$ cat config.mk
export PLATFORM = sky130hd
export DESIGN_NAME = sd_dac_mod_flat
export DESIGN_NICKNAME = d
export VERILOG_FILES = /design/src/rtl/sd_dac_if.sv /design/src/rtl/sd_dac_mod.sv /design/src/flat_wrapper.sv
export SDC_FILE = /design/constraint.sdc
export NUM_CORES = 1
export LEC_CHECK = 0
export CORE_MARGIN = 8
export CORE_UTILIZATION = 55
export DETAILED_ROUTE_END_ITERATION = 16
export DONT_BUFFER_PORTS = 1
export GPL_ROUTABILITY_DRIVEN = 0
export PLACE_DENSITY = 0.7
export REMOVE_ABC_BUFFERS = 1
export SYNTH_ARGS = -nofsm -noshare
export SYNTH_HDL_FRONTEND = slang
export SYNTH_SLANG_ARGS = --single-unit
export TNS_END_PERCENT = 100
$ cat constraint.sdc
create_clock -name clk -period 2.82 [get_ports clk]
set_clock_uncertainty 0.1 [all_clocks]
set_input_delay 0.282 -clock clk [delete_from_list [all_inputs] [get_ports clk]]
set_output_delay 0.282 -clock clk [all_outputs]
set_load 0.05 [all_outputs]
$ cat src/rtl/sd_dac_if.sv
// Sample handshake between the SD control port (master) and the modulator (slave).
interface sd_dac_if #(
    parameter int WIDTH = 8
);
    logic [WIDTH-1:0] din;
    logic             din_valid;
    logic             din_ready;

    modport master (output din, output din_valid, input din_ready);
    modport slave  (input din, input din_valid, output din_ready);
endinterface

$ cat src/rtl/sd_dac_mod.sv
// First-order sigma-delta DAC modulator: 1-deep sample holding register,
// one sample applied per 2^OSR_LOG2-clock period, 1-bit pulse-density output.
module sd_dac_mod #(
    parameter int WIDTH    = 8,
    parameter int OSR_LOG2 = 5
) (
    input  logic     clk,
    input  logic     reset,
    input  logic     enable,
    sd_dac_if.slave  port,
    output logic     sample_tick,
    output logic     underrun,
    input  logic     underrun_clr,
    output logic     sd_out
);
    localparam int AW = WIDTH + 2;
    localparam logic [WIDTH-1:0]     MID  = {1'b1, {(WIDTH-1){1'b0}}};
    localparam logic signed [AW-1:0] HALF = AW'(2 ** (WIDTH - 1));

    logic [OSR_LOG2-1:0]   cnt;
    logic                  hold_full;
    logic [WIDTH-1:0]      hold;
    logic [WIDTH-1:0]      active;
    logic signed [AW-1:0]  acc;
    logic signed [AW-1:0]  acc_n;
    logic signed [AW-1:0]  x;
    logic signed [AW-1:0]  fb;
    logic                  sd_q;
    logic                  accept;

    assign port.din_ready = ~hold_full;
    assign accept         = port.din_valid & ~hold_full;
    assign sample_tick    = enable & (cnt == '1);
    // Gating after the register keeps the feedback state intact while frozen.
    assign sd_out         = sd_q & enable;

    // NOTE: every signal in this block is assigned on every pass, so no latch is inferred.
    always_comb begin
        x     = signed'({2'b00, active}) - HALF;
        fb    = sd_q ? HALF : -HALF;
        acc_n = acc + x - fb;
    end

    // NOTE: non-blocking assignments so each register sees only pre-edge values.
    always_ff @(posedge clk or negedge reset) begin
        if (!reset) begin
            cnt       <= '0;
            hold_full <= 1'b0;
            hold      <= '0;
            active    <= MID;
            acc       <= '0;
            sd_q      <= 1'b0;
            underrun  <= 1'b0;
        end else begin
            if (enable) begin
                cnt  <= cnt + 1'b1;
                acc  <= acc_n;
                sd_q <= ~acc_n[AW-1];
            end

            if (sample_tick && hold_full) begin
                active    <= hold;
                hold_full <= 1'b0;
            end

            // A new underrun takes priority over a simultaneous clear.
            if (sample_tick && !hold_full) begin
                underrun <= 1'b1;
            end else if (underrun_clr) begin
                underrun <= 1'b0;
            end

            // Cannot coincide with the load above: accept requires an empty register.
            if (accept) begin
                hold      <= port.din;
                hold_full <= 1'b1;
            end
        end
    end
endmodule

$ cat src/flat_wrapper.sv
// flat-port wrapper written by rule: the top's interface ports become plain ports
module sd_dac_mod_flat 
#(
    parameter int WIDTH    = 8,
    parameter int OSR_LOG2 = 5
)
  (clk, reset, enable, sample_tick, underrun, underrun_clr, sd_out, port_din, port_din_valid, port_din_ready);
  sd_dac_if #(.WIDTH(WIDTH)) port_i ();
  input  logic clk;
  input  logic reset;
  input  logic enable;
  output logic sample_tick;
  output logic underrun;
  input  logic underrun_clr;
  output logic sd_out;
  input wire logic [$bits(port_i.din)-1:0] port_din;
  input wire logic [$bits(port_i.din_valid)-1:0] port_din_valid;
  output wire logic [$bits(port_i.din_ready)-1:0] port_din_ready;
  assign port_i.din = port_din;
  assign port_i.din_valid = port_din_valid;
  assign port_din_ready = port_i.din_ready;
  sd_dac_mod #(.WIDTH(WIDTH), .OSR_LOG2(OSR_LOG2)) u_core (.clk(clk), .reset(reset), .enable(enable), .port(port_i), .sample_tick(sample_tick), .underrun(underrun), .underrun_clr(underrun_clr), .sd_out(sd_out));
endmodule
; ---- Word-level counts from Yosys, hierarchy flattened
; Index checks and enable logic that the tools add are counted.
[op_classes]
n_addsub = 4
n_eq_ne = 1
muxes = 5
n_bitwise = 5
n_reduce_logical = 5
[op_table]
columns = operator, n
row1 = adder 10 bit, 1
row2 = 2-to-1 mux 10 bit, 1
row3 = subtractor 10 bit, 1
row4 = subtractor 8 x 8 -> 9 bit (second input constant), 1
row5 = adder 5 x 1 -> 5 bit (second input constant), 1
row6 = equality test 5 bit (second input constant), 1
row7 = 2-to-1 mux 1 bit, 4
row8 = nonzero test 2 bit, 2
row9 = AND 1 bit, 3
row10 = logical AND 1 bit, 2
row11 = inverter 1 bit, 2
row12 = logical NOT 1 bit, 1
[totals]
reg_bits = 34
input_bits = 13
elab_cells = 27

; ---- Logic depth before layout (Yosys ltp)
[depth]
ltp_word = 5
depth_mapped = 10
ltp_nobuf = 10

; ---- Worst setup path after synthesis
; OpenSTA, ideal clock, no wires.
[synth_timing]
kind = register to register
start = register u_core.active[7]
end = register u_core.acc[9]
setup_time_ns = 0.123
arrival_time_ns = 2.170
required_ns = 2.597
path_slack_ns = 0.427
path_stages_with_launch = 9
n_path_buf = 0
cell_sequence = dfstp_2 inv_1 fa_1 ha_1 inv_1 o21bai_1 or3_4 and3_2 xor2_1
[synth_between]
elab_chain_len = 3
[synth_rtl]
columns = item, line_no
row1 = from (decl), sd_dac_mod.sv:23  ; logic [WIDTH-1:0] active;
row2 = from (signal assigned), sd_dac_mod.sv:62  ; active <= hold;
row3 = subtractor 8 x 8 -> 9 bit, sd_dac_mod.sv:39  ; x = signed'({2'b00, active}) - HALF;
row4 = adder 10 bit, sd_dac_mod.sv:41  ; acc_n = acc + x - fb;
row5 = subtractor 10 bit, sd_dac_mod.sv:41
row6 = to (signal assigned), sd_dac_mod.sv:57  ; acc <= acc_n;
row7 = to (decl), sd_dac_mod.sv:24  ; logic signed [AW-1:0] acc;
; No other way between the ends.
; A chain may end at the register's enable or synchronous reset.

; ---- Final worst setup path
; Same ends and word-level chain as after synthesis.

==> impl_metrics.ini <==
[cells_and_area]
syn2layout_area_growth_pct = 14.23
final_util_pct = 64.53
regArea_um2 = 852.1
finalInstanceArea_mm2 = 0.002120
fill_cells = 259
antenna_cells = 0
multi_input_area_um2 = 879.6
nNetsFinal = 222
final_cells = 236
drive_above_1_share_pct = 17.89

[placement]
io_buffers = 0
post-place-cells = 214
dpl.hpwl_um = 2324
placement.cell_area_mm2 = 0.001909

[sta]
relSlewSlack_pct = 54.75
tns_ps = 0
fin_crit_ps = 2478
fmax_mhz = 403.6
finalSetupViolations = 0
rsz0062_at_grt = false
period_share_pct = 87.87
slew_violations = 0
final_hold_viol_count = 0
tightestPinTransition_ps = 677.3

[cts]
ctsResizeCount = 0
cts_buffer_depth = 2
cts_tree = yes
clock-sinks = 34
cts_setup_buffers = 0
clk_pin_slew_ps = 100
cts_root_buffer = clkbuf_4
numCtsBuffers = 5
cts_max_level = 2
clk_latency_ps = 330

[route]
drtPass1Iterations = 4
vias_per_cell = 5.169
wl_um = 3323
num_vias = 1220
antenna_left = 0
drc = 0
detail_route.iter0.violations = 36
wl_per_cell_um = 14.08

[synthesis]
synth_xor_area_share_pct = 4.248
synth_flop_cell = dfrtp_1
synth_cells = 170
async_flop_share_pct = 100.0
synth_top_family_by_area = adder cells
synth-adder-area-share_pct = 13.89
synth.distinct_cells = 33
syn_area_mm2 = 0.001856
synth-seq-cells = 34
synth_seq_area_share_pct = 45.92
synth_mux_area_share_pct = 12.68
synth-compound-area-share_pct = 8.901
yosysWarnings = 0
synth_edf_count = 0
synth-simple-area-share_pct = 7.687
syn_area_per_cell_um2 = 10.91

[die]
core-area_mm2 = 0.003284
die_w_um = 74.09
die_y_um = 74.09
start_util_pct = 56.50
die_area_mm2 = 0.005489
ioPinCount = 17
num_rows = 21

[worst_setup_path]
crit_chain = inv_1 -> ha_1 -> ha_1 -> and3_2 -> nand2_1 -> a211oi_1 -> o21ai_0 -> and3_2 -> xor2_1
crit_type = flop to flop
cp.required_ps = 2940
endpoint_kind = flop
critPathLaunchType = flop
arrival_ps = 2600
critPathMaxStageDelay_ps = 540
path_delay_family = adder cells
path_buf_inv = 1
cp_slowest_cell = dfstp_2
crit_fanout = 3

[outcome]
status = completed

[power_and_ir_drop]
p_per_area_mw_per_mm2 = 1273
p_leak_uw = 0.001031
peakVddDrop_mv = 0.5695

[global_route]
antenna_found_initial = 0
busiest_layer = met2
met2_usage_pct = 24.12
use_met3_pct = 4.582
grt_overflow_total = 0
use_met1_pct = 16.35
grt_max_degree = 35
grt_pass1_wl_um = 6037
grt_pass1_vias = 1322
grtUsageTotal_pct = 14.38

[hold_path]
worst_hold_path_type = primary input to flop

[job]
cap_viol_max_count = 0
cell usage after synthesis (all sizes together) (2+ instances only):
master / number / share of area [%]
nand4: 2 / 0.67
o31ai: 2 / 0.81
o21ai: 5 / 1.3
nor2: 6 / 1.2
mux2: 20 / 12
ha: 19 / 13
inv: 30 / 6.1
nor2b: 2 / 0.67
and2: 2 / 0.67
and3: 3 / 1.1
o21a: 4 / 1.6
a31oi: 2 / 0.67
dfrtp: 33 / 45
clkbuf: 3 / 0.61
a21oi: 5 / 1.6
xnor2: 6 / 2.8
xor2: 3 / 1.4
a21o: 2 / 0.81
nand2: 9 / 1.8
placed cells by master, fill, tap and decap left out, types with 2 or more instances in the layout:
| cell type | count |
|---|---|
| o21ai_0 | 5 |
| ha_1 | 19 |
| nand4_1 | 2 |
| mux2_2 | 20 |
| and3_2 | 2 |
| nand2_1 | 9 |
| o21a_1 | 4 |
| xnor2_1 | 6 |
| a21o_1 | 2 |
| o31ai_1 | 2 |
| and2_1 | 2 |
| clkbuf_4 | 5 |
| dlygate4sd3_1 | 13 |
| a21oi_1 | 4 |
| nor2_1 | 6 |
| dfrtp_1 | 33 |
| nor2b_1 | 2 |
| a31oi_1 | 2 |
| xor2_1 | 3 |
| inv_1 | 30 |
final timing paths:
check,slack [ps],to,from,cells past startpoint
setup / recovery,340,u_core.acc[9],u_core.active[7],9
hold / removal,20,u_core.sd_q,enable,2
setup reg to reg,340,u_core.acc[9],u_core.active[7],9
hold reg to reg,380,u_core.cnt[3],u_core.cnt[3],1
max in group asynchronous,2090,u_core.active[7],reset,2
min in group asynchronous,280,u_core.acc[2],reset,2
area by class of cell:
| type | count | area share, % |
|---|---|---|
| sequential | 34 | 40.20 |
| inverter | 30 | 5.313 |
| timing repair buffer | 15 | 7.438 |
| clock inverter | 1 | 0.2361 |
| multi-input combinational | 103 | 41.50 |
| clock buffer | 7 | 2.597 |
| tap | 46 | 2.715 |
metrics by stage:
stage | hold slack (ps) | total power [uW] | worst slack, ps
2_1_floorplan | -113.6 | 2124 | 426.9
3_3_place_gp | -112.2 | 2310 | 367.1
3_5_place_dp | -112.1 | 2404 | 334.7
4_1_cts | 1.483 | 2721 | 314.3
5_1_grt | 7.445 | 3006 | 179.8
6_report | 16.56 | 2699 | 342.0
registers in the layout, indices dropped and copies added (netlist names):
name / flops
u_core.sd_q: 1
u_core.underrun: 1
u_core.active: 8
u_core.hold_full: 1
u_core.cnt: 5
u_core.acc: 10
u_core.hold: 8
report_power, final:
group	internal [uW]	total (uW)	switching (uW)	leakage, uW
Combinational	784	1580	798	0.000580
Sequential	710	838	128	0.000415
Clock	121	279	158	0.0000353
Total	1610	2700	1080	0.00103
worst reg2reg max path, delay by kind of cell, from the launching register on:
kind / cells / cell delay, ps
simple gates: 3 / 490
xor+xnor: 1 / 130
fa+ha+maj: 2 / 620
buf+inv: 1 / 70
flops: 1 / 540
compound gates: 2 / 430
cells by family (layout without fill, tap and decap cells):
logic type	after synthesis	in the layout
mux	21	21
flops	34	34
simple gates	28	28
buf+inv	33	53
xor+xnor	9	9
fa+ha+maj	20	20
compound gates	25	25
what timing repair did:
| item | in CTS | in global routing |
|---|---|---|
| hold buffers | 13 | 1 |
| endpoints found under the hold margin | 52 | 1 |
| setup endpoints to repair | 0 | 0 |
routing by layer:
layer | up-vias | wire length [um]
met4 | 0 | 68
met5 | - | 0
met1 | 591 | 1396
li1 | 604 | -
met3 | 7 | 136
met2 | 18 | 1722
Power figures use the tool's default switching activity.
